File: src/rtl/uart_rx_if.sv
// uart_rx_if: byte delivery and status bundle between uart_rx and its consumer.
// Handshake: O_valid high means O_data holds an unconsumed byte; the consumer
// takes it on any rising I_clk edge where O_valid && I_ready, and O_data does
// not change while O_valid is high and the byte has not been taken.
// O_frame_err, O_parity_err and O_overrun are single-cycle pulses.
interface uart_rx_if;
  logic [7:0] O_data;
  logic       O_valid;
  logic       I_ready;
  logic       O_busy;
  logic       O_frame_err;
  logic       O_parity_err;
  logic       O_overrun;

  modport master (
    output O_data, O_valid, O_busy, O_frame_err, O_parity_err, O_overrun,
    input  I_ready
  );

  modport slave (
    input  O_data, O_valid, O_busy, O_frame_err, O_parity_err, O_overrun,
    output I_ready
  );
endinterface

File: src/rtl/uart_rx.sv
// uart_rx: asynchronous serial receiver, 8N1 by default, 8E1 when the macro
// UART_RX_PARITY_EN is defined. Bytes are recovered LSB first with 3-sample
// majority voting at mid-bit and handed over through a one-entry holding
// register. O_dbg_state exposes the receive FSM state (IDLE reads as 0).
module uart_rx #(
  parameter int CLK_FREQ     = 27_000_000,
  parameter int BAUD_RATE    = 115200,
  parameter int CLKS_PER_BIT = CLK_FREQ / BAUD_RATE
) (
  input  logic       I_clk,
  input  logic       I_rst,
  input  logic       I_rx,
  uart_rx_if.master  bus,
  output logic [2:0] O_dbg_state
);

  if (CLKS_PER_BIT < 8) begin : g_bad_clks_per_bit
    $error("uart_rx: CLKS_PER_BIT must be at least 8");
  end

  localparam int CNT_W = $clog2(CLKS_PER_BIT);
  localparam logic [CNT_W-1:0] HALF_LOAD = CNT_W'(CLKS_PER_BIT / 2 - 1);
  localparam logic [CNT_W-1:0] FULL_LOAD = CNT_W'(CLKS_PER_BIT - 1);

  localparam logic [2:0] S_IDLE      = 3'd0;
  localparam logic [2:0] S_START     = 3'd1;
  localparam logic [2:0] S_DATA      = 3'd2;
`ifdef UART_RX_PARITY_EN
  localparam logic [2:0] S_PARITY    = 3'd3;
`endif
  localparam logic [2:0] S_STOP      = 3'd4;
  localparam logic [2:0] S_WAIT_HIGH = 3'd5;

  logic             rx_meta;
  logic             rx_sync;
  logic             rx_prev;
  logic [1:0]       sync_fill;
  logic [2:0]       samp;
  logic             maj;
  logic             start_edge;
  logic             sample_now;
  logic [2:0]       state;
  logic [CNT_W-1:0] cnt;
  logic [2:0]       bit_idx;
  logic [7:0]       shreg;
  logic             par_bad;
  logic             stop_now;
  logic             good_byte;

  // Synchronizer, edge history and 3-sample vote window. rx_sync only carries
  // real line data two cycles after reset; until then rx_prev ignores it, so a
  // line held low through reset never looks like a falling edge.
  always_ff @(posedge I_clk) begin
    if (I_rst) begin
      rx_meta   <= 1'b1;
      rx_sync   <= 1'b1;
      rx_prev   <= 1'b0;
      sync_fill <= 2'b00;
      samp      <= 3'b111;
    end else begin
      rx_meta   <= I_rx;
      rx_sync   <= rx_meta;
      sync_fill <= {sync_fill[0], 1'b1};
      rx_prev   <= rx_sync & sync_fill[1];
      samp      <= {samp[1:0], rx_sync};
    end
  end

  assign maj        = (samp[0] & samp[1]) | (samp[0] & samp[2]) | (samp[1] & samp[2]);
  assign start_edge = rx_prev & ~rx_sync;
  assign sample_now = (cnt == '0);
  assign stop_now   = (state == S_STOP) && sample_now;

`ifdef UART_RX_PARITY_EN
  logic par_flag;
  assign par_bad = par_flag;
`else
  assign par_bad = 1'b0;
`endif

  assign good_byte   = stop_now && maj && !par_bad;
  assign O_dbg_state = state;
  assign bus.O_busy  = (state != S_IDLE);

  // Receive FSM: bit timing, data shifting and parity accumulation.
  always_ff @(posedge I_clk) begin
    if (I_rst) begin
      state    <= S_IDLE;
      cnt      <= '0;
      bit_idx  <= 3'd0;
      shreg    <= 8'h00;
`ifdef UART_RX_PARITY_EN
      par_flag <= 1'b0;
`endif
    end else begin
      case (state)
        S_IDLE: begin
          if (start_edge) begin
            state <= S_START;
            cnt   <= HALF_LOAD;
          end
        end
        S_START: begin
          if (sample_now) begin
            if (maj) begin
              state <= S_IDLE;
            end else begin
              state   <= S_DATA;
              cnt     <= FULL_LOAD;
              bit_idx <= 3'd0;
`ifdef UART_RX_PARITY_EN
              par_flag <= 1'b0;
`endif
            end
          end else begin
            cnt <= cnt - 1'b1;
          end
        end
        S_DATA: begin
          if (sample_now) begin
            shreg <= {maj, shreg[7:1]};
            cnt   <= FULL_LOAD;
            if (bit_idx == 3'd7) begin
`ifdef UART_RX_PARITY_EN
              state <= S_PARITY;
`else
              state <= S_STOP;
`endif
            end else begin
              bit_idx <= bit_idx + 3'd1;
            end
          end else begin
            cnt <= cnt - 1'b1;
          end
        end
`ifdef UART_RX_PARITY_EN
        S_PARITY: begin
          if (sample_now) begin
            // Even parity: data bits plus parity bit must XOR to zero.
            par_flag <= ^{shreg, maj};
            cnt      <= FULL_LOAD;
            state    <= S_STOP;
          end else begin
            cnt <= cnt - 1'b1;
          end
        end
`endif
        S_STOP: begin
          if (sample_now) begin
            state <= maj ? S_IDLE : S_WAIT_HIGH;
          end else begin
            cnt <= cnt - 1'b1;
          end
        end
        S_WAIT_HIGH: begin
          if (rx_sync) begin
            state <= S_IDLE;
          end
        end
        default: state <= S_IDLE;
      endcase
    end
  end

  // Holding register and status pulses, updated at the stop-bit sample edge.
  always_ff @(posedge I_clk) begin
    if (I_rst) begin
      bus.O_data      <= 8'h00;
      bus.O_valid     <= 1'b0;
      bus.O_frame_err <= 1'b0;
      bus.O_overrun   <= 1'b0;
    end else begin
      bus.O_frame_err <= stop_now && !maj;
      bus.O_overrun   <= good_byte && bus.O_valid && !bus.I_ready;
      if (good_byte && (!bus.O_valid || bus.I_ready)) begin
        bus.O_data  <= shreg;
        bus.O_valid <= 1'b1;
      end else if (bus.O_valid && bus.I_ready) begin
        bus.O_valid <= 1'b0;
      end
    end
  end

`ifdef UART_RX_PARITY_EN
  // Parity error pulse, concurrent with a frame error when both occur.
  always_ff @(posedge I_clk) begin
    if (I_rst) begin
      bus.O_parity_err <= 1'b0;
    end else begin
      bus.O_parity_err <= stop_now && par_bad;
    end
  end
`else
  assign bus.O_parity_err = 1'b0;
`endif

endmodule

File: src/flat_wrapper.sv
// flat-port wrapper written by rule: the top's interface ports become plain ports
module uart_rx_flat 
#(
  parameter int CLK_FREQ     = 27_000_000,
  parameter int BAUD_RATE    = 115200,
  parameter int CLKS_PER_BIT = CLK_FREQ / BAUD_RATE
)
  (I_clk, I_rst, I_rx, O_dbg_state, bus_O_data, bus_O_valid, bus_O_busy, bus_O_frame_err, bus_O_parity_err, bus_O_overrun, bus_I_ready);
  uart_rx_if bus_i ();
  input  logic I_clk;
  input  logic I_rst;
  input  logic I_rx;
  output logic [2:0] O_dbg_state;
  output wire logic [$bits(bus_i.O_data)-1:0] bus_O_data;
  output wire logic [$bits(bus_i.O_valid)-1:0] bus_O_valid;
  output wire logic [$bits(bus_i.O_busy)-1:0] bus_O_busy;
  output wire logic [$bits(bus_i.O_frame_err)-1:0] bus_O_frame_err;
  output wire logic [$bits(bus_i.O_parity_err)-1:0] bus_O_parity_err;
  output wire logic [$bits(bus_i.O_overrun)-1:0] bus_O_overrun;
  input wire logic [$bits(bus_i.I_ready)-1:0] bus_I_ready;
  assign bus_O_data = bus_i.O_data;
  assign bus_O_valid = bus_i.O_valid;
  assign bus_O_busy = bus_i.O_busy;
  assign bus_O_frame_err = bus_i.O_frame_err;
  assign bus_O_parity_err = bus_i.O_parity_err;
  assign bus_O_overrun = bus_i.O_overrun;
  assign bus_i.I_ready = bus_I_ready;
  uart_rx #(.CLK_FREQ(CLK_FREQ), .BAUD_RATE(BAUD_RATE), .CLKS_PER_BIT(CLKS_PER_BIT)) u_core (.I_clk(I_clk), .I_rst(I_rst), .I_rx(I_rx), .bus(bus_i), .O_dbg_state(O_dbg_state));
endmodule
File: config.mk
export PLATFORM = sky130hd
export DESIGN_NAME = uart_rx_flat
export DESIGN_NICKNAME = d
export VERILOG_FILES = /design/src/rtl/uart_rx_if.sv /design/src/rtl/uart_rx.sv /design/src/flat_wrapper.sv
export SDC_FILE = /design/constraint.sdc
export NUM_CORES = 1
export LEC_CHECK = 0
export ABC_AREA = 1
export BUFFER_PORTS_ARGS = -buffer_cell sky130_fd_sc_hd__buf_4
export CORE_MARGIN = 10
export CORE_UTILIZATION = 25
export DETAILED_ROUTE_END_ITERATION = 8
export PLACE_DENSITY_LB_ADDON = 0.15
export RECOVER_POWER = 100
export SLEW_MARGIN = 20
export SYNTH_ARGS = -nofsm -noshare
export SYNTH_HDL_FRONTEND = slang
export SYNTH_SLANG_ARGS = --single-unit
File: constraint.sdc
create_clock -name I_clk -period 3.2 [get_ports I_clk]
set_input_delay 0.16 -clock I_clk [delete_from_list [all_inputs] [get_ports I_clk]]
set_output_delay 0.16 -clock I_clk [all_outputs]
set_load 0.005 [all_outputs]
# Word level (Yosys, flattened, before mapping)
# Index checks and enable logic that the tools add are counted.
# word_totals
regBits,41
word_cells,83
# op_classes
n_mux,23
n_eq_ne,15
bitwise,8
reduce_logical,21
n_addsub,2
# ops
operator,n
two-way mux 8 bit,5
two-way mux 3 bit,11
one-hot mux 8 bit (4 select lines),1
one-hot mux 3 bit (5 select lines),1
"!= test 2 x 1 -> 1 bit, second input constant",6
"equality test 3 bit, second input constant",3
logical NOT 8 bit,1
"subtractor 8 x 1 -> 8 bit, second input constant",1
logical AND 1 bit,7
"!= test 2 bit, second input constant",3
one-hot mux 3 bit (2 select lines),1
AND reduction 6 bit,1
bitwise AND 1 bit,5
AND reduction 5 bit,1
AND reduction 4 bit,1
nonzero test 2 bit,2
nonzero test 4 bit,1
"adder 3 x 1 -> 3 bit, second input constant",1
"equality test 3 x 1 -> 1 bit, second input constant",1
"equality test 3 x 2 -> 1 bit, second input constant",1
logical NOT 1 bit,3
logical NOT 3 bit,1
two-way mux 1 bit,3
"!= test 3 bit, second input constant",1
other kinds (6),7

# Longest topological paths before layout
# Gate-level depths: netlist of run 1.
# depth
ltp_word,6
depth_mapped,10

# Least setup slack after synthesis of run 1
# No wires, ideal clock.
# synth_timing
path_kind,flip-flop to flip-flop
startpoint,register u_core.cnt[0]
endpoint,register u_core.shreg[4]
setup_time_ps,119
arrival_time_ps,1297
path_buffers,1
setup_slack_ps,1783
synth_period_minus_slack_ps,1417
path_stages_with_launch,9
cell_sequence,dfxtp_1 > inv_1 > ha_1 > nand2_2 > nor2_8 > nand2_1 > buf_2 > o21ai_0 > a21oi_1
# synth_via
elab_chain_cells,2
# synth_lines
element,line,rtl
start: declaration,uart_rx.sv:43,logic [CNT_W-1:0] cnt;
start signal: assignment,uart_rx.sv:116,cnt <= cnt - 1'b1;
start signal: assignment,uart_rx.sv:133,cnt <= cnt - 1'b1;
start signal: assignment,uart_rx.sv:152,cnt <= cnt - 1'b1;
logical NOT 8 bit,uart_rx.sv:71,assign sample_now = (cnt == '0);
AND reduction 2 bit (no source line),n/a,
end signal: assignment,uart_rx.sv:121,"shreg <= {maj, shreg[7:1]};"
end: declaration,uart_rx.sv:45,logic [7:0] shreg;
# Every way passes these cells.
# A chain may end at the register's enable or synchronous reset.

# Worst setup path after layout of run 1
# layout_timing
startpoint,register u_core.cnt[0]
endpoint,register u_core.bus.O_data[2]
# layout_via
elab_chain_cells,4
# layout_lines
element,line,rtl
logical NOT 8 bit,uart_rx.sv:71,
logical AND 1 bit,uart_rx.sv:72,assign stop_now = (state == S_STOP) && sample_now;
logical AND 1 bit,uart_rx.sv:81,assign good_byte = stop_now && maj && !par_bad;
logical AND 1 bit,uart_rx.sv:175,if (good_byte && (!bus.O_valid || bus.I_ready)) begin
end signal: assignment,uart_rx.sv:176,bus.O_data <= shreg;
end: declaration,uart_rx_if.sv:16,"output O_data, O_valid, O_busy, O_frame_err, O_parity_err, O_overrun,"
# Every way passes these cells.

==> results of run 1 <==
## cell type report
type                       instances  area share
sequential                        41       0.390
multi-input combinational        161       0.383
timing repair buffer              18      0.0625
inverter                          34      0.0607
tap                               99      0.0589
clock buffer                       5      0.0327
clock inverter                     3      0.0119
## synthesized netlist by cell type
library cell  instances
nand2_1              44
dfxtp_1              41
inv_1                32
nor2_1               29
o21ai_0              24
a21oi_1              21
nand3_1               9
o21ai_2               4
ha_1                  3
nand2_2               3
xor2_1                3
a21oi_2               2
buf_2                 2
clkbuf_1              2
inv_2                 2
nand3_2               2
nor2_4                2
nor2_8                2
nor3_1                2
o21ai_1               2
or2_2                 2
a31oi_1               1
and3_1                1
buf_4                 1
buf_8                 1
conb_1                1
nand3_4               1
nand4_1               1
nor2_2                1
nor3_2                1
## worst register-to-register path, delay by kind of cell (launching register included)
kind,cells,cell delay [ps]
and+or+nand+nor,4,1120
DFF,1,320
AOI/OAI and AO/OA,2,270
adders and majority gates,1,200
buffers and inverters,1,70
## layer usage
metal  up-vias  part of all wire  GRT usage
met5         -                 0          0
met4         0             0.013     0.0290
met3         6             0.048     0.0262
met2        25              0.40      0.102
met1       637              0.54     0.0906
li1        810                 -          -
## registers in the layout (all words and copies together), names as in the netlist
signal,flops
u_core.bus.O_frame_err,1
u_core.sync_fill,2
u_core.samp,3
u_core.rx_sync,1
u_core.cnt,8
u_core.bit_idx,3
u_core.rx_meta,1
u_core.rx_prev,1
u_core.bus.O_data,8
u_core.bus.O_overrun,1
u_core.O_dbg_state,3
u_core.bus.O_valid,1
u_core.shreg,8
## worst max path at each step
stage                                        from                            endpoint  slack, ps  cells after the start
5_1_grt                u_core.cnt[0]$_SDFFE_PP0P_   u_core.bus.O_data[1]$_SDFFE_PP0P_        810                      9
2_1_floorplan          u_core.cnt[0]$_SDFFE_PP0P_        u_core.shreg[4]$_SDFFE_PP0P_       1780                      8
3_3_place_gp   u_core.O_dbg_state[0]$_SDFFE_PP0P_  u_core.O_dbg_state[2]$_SDFFE_PP0P_       1580                      7
6_report               u_core.cnt[0]$_SDFFE_PP0P_   u_core.bus.O_data[2]$_SDFFE_PP0P_       1150                      8
3_5_place_dp           u_core.cnt[0]$_SDFFE_PP0P_        u_core.shreg[1]$_SDFFE_PP0P_       1550                      8
4_1_cts                u_core.cnt[0]$_SDFFE_PP0P_        u_core.shreg[1]$_SDFFE_PP0P_       1540                      8
## power groups by stage
stage | clock network (mW) | registers [mW] | logic, mW
2_1_floorplan | 0 | 0.714 | 0.903
3_3_place_gp | 0 | 0.732 | 1.18
3_5_place_dp | 0 | 0.729 | 1.15
4_1_cts | 0.375 | 0.719 | 1.15
5_1_grt | 0.389 | 0.735 | 1.20
6_report | 0.352 | 0.717 | 1.03
## cell families after synthesis
family | count (synthesis) | synth area share
AOI/OAI and AO/OA | 54 | 0.160
xor gates and xnor gates | 3 | 0.0143
DFF | 41 | 0.446
adders and majority gates | 3 | 0.0204
other | 1 | 0.00204
buffers and inverters | 40 | 0.0912
and+or+nand+nor | 100 | 0.266
## through the flow
step / hold slack [ps] / power [mW]
after detailed placement: 347 / 1.88
final: 44.0 / 2.10
after global placement: 345 / 1.91
after CTS: 34.6 / 2.25
after global routing: 33.4 / 2.33
after floorplan: 239 / 1.62
==> impl_metrics.yaml, run 1 <==
die:
  die_w_um: 106
  start_util: 0.255
  core.rowCount: 31
  die_height_um: 106
  core-area_um2: 7210
  ioPinCount: 20
  fp.dieArea_um2: 11200
logic_synthesis:
  synth_area_leader_cell: "dfxtp_1"
  synth_area_leaders: "dfxtp_1 (45%), nand2_1 (9.0%), o21ai_0 (6.5%), inv_1 (6.5%), nor2_1 (5.9%)"
  synth_fp_nets: 249
  synthCells: 242
  synth_area_um2: 1840
  avgSynthCellArea_um2: 7.60
  ys_seq_area_frac: 0.446
  yosysWarnings: 0
  ys_seq_elements: 41
  ys_types: 30
  synth_top_cell_area_share: 0.446
sta:
  rsz0062_at_grt: "no"
  fmax_mhz: 487
  skew_ps: 10.5
  period_share: 0.641
  setup_viol: 0
  final.setup.tns_ps: 0
  period_minus_slack_ps: 2050
  setup_ws_ps: 1150
  final-hold-violation-count: 0
  max-slew-margin-rel: 0.435
  slew_viol_final: 0
  worst_pin_slew_ps: 846
power:
  p_int_mw: 1.15
  power_leakage_nw: 0.935
  pwr-share-seq: 0.341
  swShare: 0.452
  clockPowerShare: 0.168
  p_sw_mw: 0.950
  comb_power_share: 0.491
  ir_drop_uv: 233
  power_density_nw_per_um2: 999
finish:
  post-route-util: 0.292
  nFillCells: 822
  postLayoutCellArea_um2: 2100
  final_common_cell: "nand2_1"
  multi_input_comb_area_um2: 806
  final_cell_mix: "nand2_1 (46), dfxtp_1 (41), inv_1 (33)"
  insertedDiodeCount: 0
  seqCellArea_um2: 821
  nets: 268
  drive_gt1_frac: 0.153
  final_cells: 361
  area_delta_synth_final_pct: 14.4
global_routing:
  grt_pass1_vias: 1396
  track_usage: 0.0701
  antenna_found_initial: 0
  grt_first_pass_wirelength_um: 6490
  grt_overflow: 0
  grt_max_degree: 29
critical_path:
  cp.required_ps: 3430
  arrival_ps: 2290
  reg2reg_depth: 8
  worst-setup-path-type: "flop to flop"
  critPathMaxStageDelay_ps: 380
  critPathMaxFanout: 15
  crit-reg2reg-launch: "u_core.cnt[0]$_SDFFE_PP0P_"
  r2r_slack_ps: 1150
  timing.rr.end: "u_core.bus.O_data[2]$_SDFFE_PP0P_"
  startpoint_type: "flop"
  critPathTopFamily: "simple AND/OR/NAND/NOR gates"
  cp_cell_sequence: "inv_1 > ha_1 > nand2_1 > nor2_1 > nand3_1 > nor2_8 > o21ai_0 > a21oi_1"
  end_kind: "flop"
  path_buf_inv: 1
  critPathSlowestCell: "nor2_1"
drt:
  routed-via-count: 1478
  drc: 0
  drtPass1Iterations: 4
  post_drt_wl_per_cell_um: 10.5
  ant_nets: 0
  via_per_inst: 4.09
  wl_um: 3780
  drt_iter0_markers: 60
clocking:
  cts_tree: "built"
  cts.repair.resized: 0
  cts_sinks: 41
  cts-root-buf: "clkbuf_8"
  htreeDepth: 2
  clkTransAtPathRegs_ps: 90
  cts_made_buffers: 5
  clockBufferDepth: 2
  post-cts-setup-buffers: 0
  insertion_delay_ps: 300
  hold_buffers: 0
placed_design:
  dp_cells: 353
  dp_hpwl_um: 2750
  dpl_cell_area_um2: 2060
  pre_cts_ws_ps: 1550
  portBuffers: 18
  place.gp.congestion: 0.783
hold_path:
  hold-path-endpoint: "u_core.rx_meta$_SDFF_PP1_"
  hold_depth: 2
  hp-class: "input pin to flop"
  worstHoldStart: "I_rx"
job:
  maxCapViolations: 0
status:
  status: "completed"
(Power assumes the default switching activity.)
==> inputs of run 2 (changes only) <==
--- a/config.mk
+++ b/config.mk
@@ -5,7 +5,7 @@
 export SDC_FILE = /design/constraint.sdc
 export NUM_CORES = 1
 export LEC_CHECK = 0
-export ABC_AREA = 1
+export ABC_AREA = 0
 export BUFFER_PORTS_ARGS = -buffer_cell sky130_fd_sc_hd__buf_4
 export CORE_MARGIN = 10
 export CORE_UTILIZATION = 25
==> constraint.sdc (replaced) <==
create_clock -name I_clk -period 1.8 [get_ports I_clk]
set_input_delay 0.09 -clock I_clk [delete_from_list [all_inputs] [get_ports I_clk]]
set_output_delay 0.09 -clock I_clk [all_outputs]
set_load 0.005 [all_outputs]
==> run 2 against run 1 <==
Effect of this change:
- sequential power increased by 36%
- worst setup slack got worse by 1200 ps
- critical path type unchanged
- via count increased by 1.8%
- maximum frequency increased by 10%
- synthesized area decreased by 4.4%
- the flow now finishes with violations (setup timing)
- clock-buffer cell count unchanged
- clock power increased by 120%
- worst hold slack improved by 140 ps
==> impl_metrics.yaml, run 2 <==
sta:
  period_share: 1.03
  setup_viol: 21
  skew_ps: 6.60
  final-hold-violation-count: 0
  rsz0062_at_grt: "yes"
  fmax_mhz: 538
  slew_viol_final: 0
  fin_hold_ws_ps: 189
  setup_ws_ps: -60.0
  period_minus_slack_ps: 1860
logic_synthesis:
  synth_edf_count: 0
  yosysWarnings: 0
  synth_area_leader_cell: "dfxtp_1"
  synth_fp_nets: 205
  ys_seq_elements: 41
  ys.flop_type: "dfxtp_1"
  synth_area_leaders: "dfxtp_1 (47%), a21oi_1 (6.0%), mux2i_1 (5.1%), nand2_1 (4.7%), nor3_1 (3.4%)"
  ys_types: 45
  synth-async-reset-ratio: 0
  synthCells: 198
  ys_seq_area_frac: 0.467
  synth_most_common_cell: "dfxtp_1"
  netlist_top_cells_count: "dfxtp_1 (41), nand2_1 (22), a21oi_1 (21)"
  avgSynthCellArea_um2: 8.88
  synth_top_cell_area_share: 0.467
  synth_area_um2: 1760
global_routing:
  antenna_found_initial: 0
  grt_overflow: 0
  track_usage: 0.0794
  grt_first_pass_wirelength_um: 7220
  grt_max_degree: 39
  grt_pass1_vias: 1553
clocking:
  cts-root-buf: "clkbuf_8"
  clkTransAtPathRegs_ps: 90
  cts_tree: "built"
  clockBufferDepth: 2
  insertion_delay_ps: 300
  cts_sinks: 41
  htreeDepth: 2
  cts_made_buffers: 5
critical_path:
  critPathMaxFanout: 6
  worst-setup-path-type: "flop to flop"
  startpoint_type: "flop"
  end_kind: "flop"
  cp.required_ps: 2030
  arrival_ps: 2090
finish:
  area_delta_synth_final_pct: 42.6
  reg_top3: "u_core.bus.O_data: 8 flops, u_core.cnt: 8 flops, u_core.shreg: 8 flops"
  final_common_cell: "buf_4"
  nFillCells: 731
  post-route-util: 0.367
  insertedDiodeCount: 0
  drive_gt1_frac: 0.416
  nets: 256
  final_cell_mix: "buf_4 (48), dfxtp_1 (38), nand2_1 (21)"
hold_path:
  hp-class: "input pin to flop"
drt:
  ant_nets: 0
  drt_iter0_markers: 65
  via_per_inst: 4.35
  post_drt_wl_per_cell_um: 12.2
  drtPass1Iterations: 4
  drc: 0
  routed-via-count: 1504
  wl_um: 4200
die:
  die_w_um: 104
  core-area_um2: 6830
  fp.dieArea_um2: 10800
  die_height_um: 104
  ioPinCount: 20
  start_util: 0.257
  core.rowCount: 30
power:
  ir_drop_uv: 377
  power_density_nw_per_um2: 1140
  power_leakage_nw: 1.04
status:
  status: "finished with violations"
  violations: "setup timing"
placed_design:
  dp_hpwl_um: 2940
  place.gp.congestion: 0.721
  portBuffers: 18
  pre_cts_ws_ps: -245
job:
  maxCapViolations: 0
[run 2: cell count changes after synthesis, moves of 4 or more]
cell,previous run,this run
clkbuf_1,2,6
nand2_1,44,22
inv_1,32,9
o21ai_0,24,5
nor2_1,29,16
nand3_1,9,1
o21ai_2,4,0
nor3_1,2,12
mux2i_1,0,9
[run 2: power breakdown]
group	leakage (nW)	switching (mW)	internal [mW]	total [mW]
registers	0.333	0.0241	0.953	0.977
clock network	0.0543	0.350	0.416	0.765
logic	0.657	0.529	0.594	1.12
total	1.04	0.903	1.96	2.87
[run 2: per-stage QoR]
stage	instance area [um2]	total power, mW	setup TNS [ps]	instances
after floorplan	1780	1.51	-3780	198
after global placement	2230	1.90	-3610	334
after detailed placement	2230	1.89	-4710	334
after CTS	2450	2.83	-778	345
after global routing	2510	3.02	-3130	346
final	2510	2.87	-483	346
[run 2: routing by layer]
metal,vias up,track usage,share of wire
met3,5,0.0254,0.041
met5,-,0,0
li1,790,-,-
met4,0,0.0368,0.014
met1,685,0.0979,0.48
met2,24,0.123,0.46
[run 2: what timing repair did]
action / in CTS / in global routing
hold buffers: 1 / 0
hold endpoints to repair: 1 / 0
gates resized for setup: 24 / 18
buffers inserted: 2 / 1
pin swaps: 18 / 7
setup endpoints to repair: 30 / 30
[run 2: final timing paths]
path,cells past startpoint,slack [ps],to,startpoint
hold / removal,3,190,u_core.bus.O_overrun$_SDFF_PP0_,bus_I_ready
setup reg to reg,8,-60,u_core.cnt[1]$_SDFFE_PP0P_,u_core.cnt[0]$_SDFFE_PP0P_
hold reg to reg,1,410,u_core.rx_sync$_SDFF_PP1_,u_core.rx_meta$_SDFF_PP1_
setup / recovery,8,-60,u_core.cnt[1]$_SDFFE_PP0P_,u_core.cnt[0]$_SDFFE_PP0P_
[run 2: cells by family (layout without fill, tap and decap cells)]
| logic type | after synthesis | after routing | synth area share |
|---|---|---|---|
| compound gates | 45 | 45 | 0.171 |
| xor+xnor | 1 | 1 | 0.00498 |
| fa+ha+maj | 5 | 5 | 0.0327 |
| buf+inv | 21 | 73 | 0.0520 |
| flops | 41 | 41 | 0.467 |
| mux | 10 | 10 | 0.0577 |
| other cells | 1 | 1 | 0.00213 |
| simple gates | 74 | 74 | 0.213 |
[run 2: cell type report]
type	count	area [um2]	area share
well taps	96	120	0.0479
multi-input cells	136	965	0.385
inverters	9	33.8	0.0135
flip-flops and latches	41	825	0.329
clock buffers	5	68.8	0.0274
repair buffers	56	449	0.179
clock inverters	3	46.3	0.0185
[run 2: critical path, stage by stage, from the launching register on]
cell and delay, ps:
dfxtp_2 350, inv_2 50, ha_4 150, or3b_4 230, or2_4 150, o31ai_4 70
buf_6 140, or4_1 510, a21oi_1 140
==> inputs of run 3 (changes only) <==
==> constraint.sdc (replaced) <==
create_clock -name I_clk -period 1.7 [get_ports I_clk]
set_input_delay 0.085 -clock I_clk [delete_from_list [all_inputs] [get_ports I_clk]]
set_output_delay 0.085 -clock I_clk [all_outputs]
set_load 0.005 [all_outputs]
==> run 3 against run 2 <==
Effect of this change:
- the run still ends with setup timing left
- sequential cell count is the same
- design area grew 1.1%
- die area is the same
- combinational power grew 18%
- wire length grew 1.3%
- sequential power grew 5%
- core utilization grew 0.40 points
- largest cell class unchanged
- largest power group unchanged
==> impl_metrics.yaml, run 3 (same netlist as run 2, synthesis figures left out) <==
status:
  status: "finished with violations"
  violations: "setup timing"
drt:
  wl_met1_um: 2070
  post_drt_wl_per_cell_um: 12.1
  wl_met3_um: 141
  via_per_inst: 4.38
  highest_layer: "met4"
  drc: 0
  drtPass1Iterations: 4
  wl_met2_um: 1990
  drt_iter0_markers: 56
  routed-via-count: 1540
  wl_um: 4260
  ant_nets: 0
placed_design:
  dp_hpwl_um: 2960
  pre_cts_ws_ps: -337
  portBuffers: 18
  place.gp.congestion: 0.713
clocking:
  htreeDepth: 2
  clkTransAtPathRegs_ps: 90
  cts-root-buf: "clkbuf_8"
  clockBufferDepth: 2
  insertion_delay_ps: 300
  cts_made_buffers: 5
  cts_sinks: 41
  cts_tree: "built"
die:
  die_height_um: 104
  ioPinCount: 20
  start_util: 0.257
  die_w_um: 104
  core.rowCount: 30
  core-area_um2: 6830
  fp.dieArea_um2: 10800
power:
  power_density_nw_per_um2: 1250
  power_leakage_nw: 1.05
  total_power_mw: 3.16
  ir_drop_uv: 366
sta:
  skew_ps: 7.45
  period_minus_slack_ps: 1870
  period_share: 1.10
  slew_viol_final: 0
  setup_viol: 33
  setup_ws_ps: -168
  fin_hold_ws_ps: 163
  fmax_mhz: 535
  final-hold-violation-count: 0
  rsz0062_at_grt: "yes"
global_routing:
  track_usage: 0.0803
  grt_max_degree: 39
  antenna_found_initial: 0
  grt_pass1_vias: 1529
  grt_first_pass_wirelength_um: 7330
  grt_overflow: 0
finish:
  nets: 262
  final_cell_mix: "dfxtp_1 (38), buf_4 (37), nand2_1 (20)"
  insertedDiodeCount: 0
  area_delta_synth_final_pct: 44.2
  final_common_cell: "dfxtp_1"
  reg_top3: "u_core.bus.O_data: 8 flops, u_core.cnt: 8 flops, u_core.shreg: 8 flops"
  drive_gt1_frac: 0.398
critical_path:
  critPathMaxFanout: 4
  reg2reg_depth: 7
  worst-setup-path-type: "flop to flop"
  crit-reg2reg-launch: "u_core.cnt[4]$_SDFFE_PP0P_"
  end_kind: "flop"
  r2r_slack_ps: -170
  startpoint_type: "flop"
  arrival_ps: 2050
  cp.required_ps: 1880
  timing.rr.end: "u_core.O_dbg_state[1]$_SDFFE_PP0P_"
hold_path:
  worstHoldStart: "bus_I_ready"
  hold_depth: 3
  hold-path-endpoint: "u_core.bus.O_overrun$_SDFF_PP0_"
  hp-class: "input pin to flop"
job:
  maxCapViolations: 0
==> run 3: cell count changes in the layout (fill, tap and decap cells not counted), moves of 3 or more <==
cell / previous run / this run
buf_4: 48 / 37
buf_6: 7 / 10
clkbuf_1: 0 / 4
clkbuf_4: 0 / 10
==> run 3: how the worst max path moves through the flow <==
| stage | from | slack, ps | to |
|---|---|---|---|
| 2_1_floorplan | u_core.cnt[0]$_SDFFE_PP0P_ | -310 | u_core.cnt[0]$_SDFFE_PP0P_ |
| 3_3_place_gp | u_core.cnt[0]$_SDFFE_PP0P_ | -280 | u_core.cnt[1]$_SDFFE_PP0P_ |
| 3_5_place_dp | u_core.cnt[0]$_SDFFE_PP0P_ | -340 | u_core.cnt[1]$_SDFFE_PP0P_ |
| 4_1_cts | u_core.cnt[7]$_SDFFE_PP0P_ | -170 | u_core.O_dbg_state[1]$_SDFFE_PP0P_ |
| 5_1_grt | u_core.O_dbg_state[1]$_SDFFE_PP0P_ | -250 | u_core.cnt[1]$_SDFFE_PP0P_ |
| 6_report | u_core.cnt[4]$_SDFFE_PP0P_ | -170 | u_core.O_dbg_state[1]$_SDFFE_PP0P_ |
==> run 3: metrics by stage <==
stage           util  cell area [um2]  instances  setup TNS (ps)
3_3_place_gp   0.331             2260        339           -6850
3_5_place_dp   0.331             2260        339           -7660
5_1_grt        0.371             2530        352           -6060
6_report       0.371             2530        352           -2860
4_1_cts        0.368             2520        351           -3540
2_1_floorplan      -             1780        198           -6660
==> run 3: layout make-up <==
type / instances / area [um2]
flip-flops and latches: 41 / 825
clock buffers: 5 / 68.8
fillers: 741 / 4300
inverters: 9 / 33.8
multi-input cells: 136 / 951
well taps: 96 / 120
repair buffers: 62 / 490
clock inverters: 3 / 46.3
==> run 3: routing by layer <==
metal / GRT usage / vias up
li1: - / 805
met1: 0.0998 / 712
met2: 0.126 / 17
met3: 0.0242 / 6
met4: 0.0328 / 0
met5: 0 / -
==> run 3: what timing repair did <==
item / 4_1_cts / 5_1_grt
resized for setup: 33 / 9
setup buffers: 3 / 1
pin swaps: 12 / 11
hold buffers: 1 / 0
endpoints found under the setup margin: 31 / 33
hold endpoints to repair: 1 / 0
==> run 3: critical path: stages, from the launching register on <==
cell      delay, ps
dfxtp_1         320
or4_4           550
buf_6           150
a311oi_2        280
o22ai_2         120
buf_6           140
mux2i_1         140
nor2_1           60
==> run 3: power by group <==
part           switching (mW)  total (mW)  internal, mW
combinational           0.599        1.32         0.721
clock                   0.363       0.803         0.440
sequential             0.0241        1.03          1.01
total                   0.987        3.16          2.17
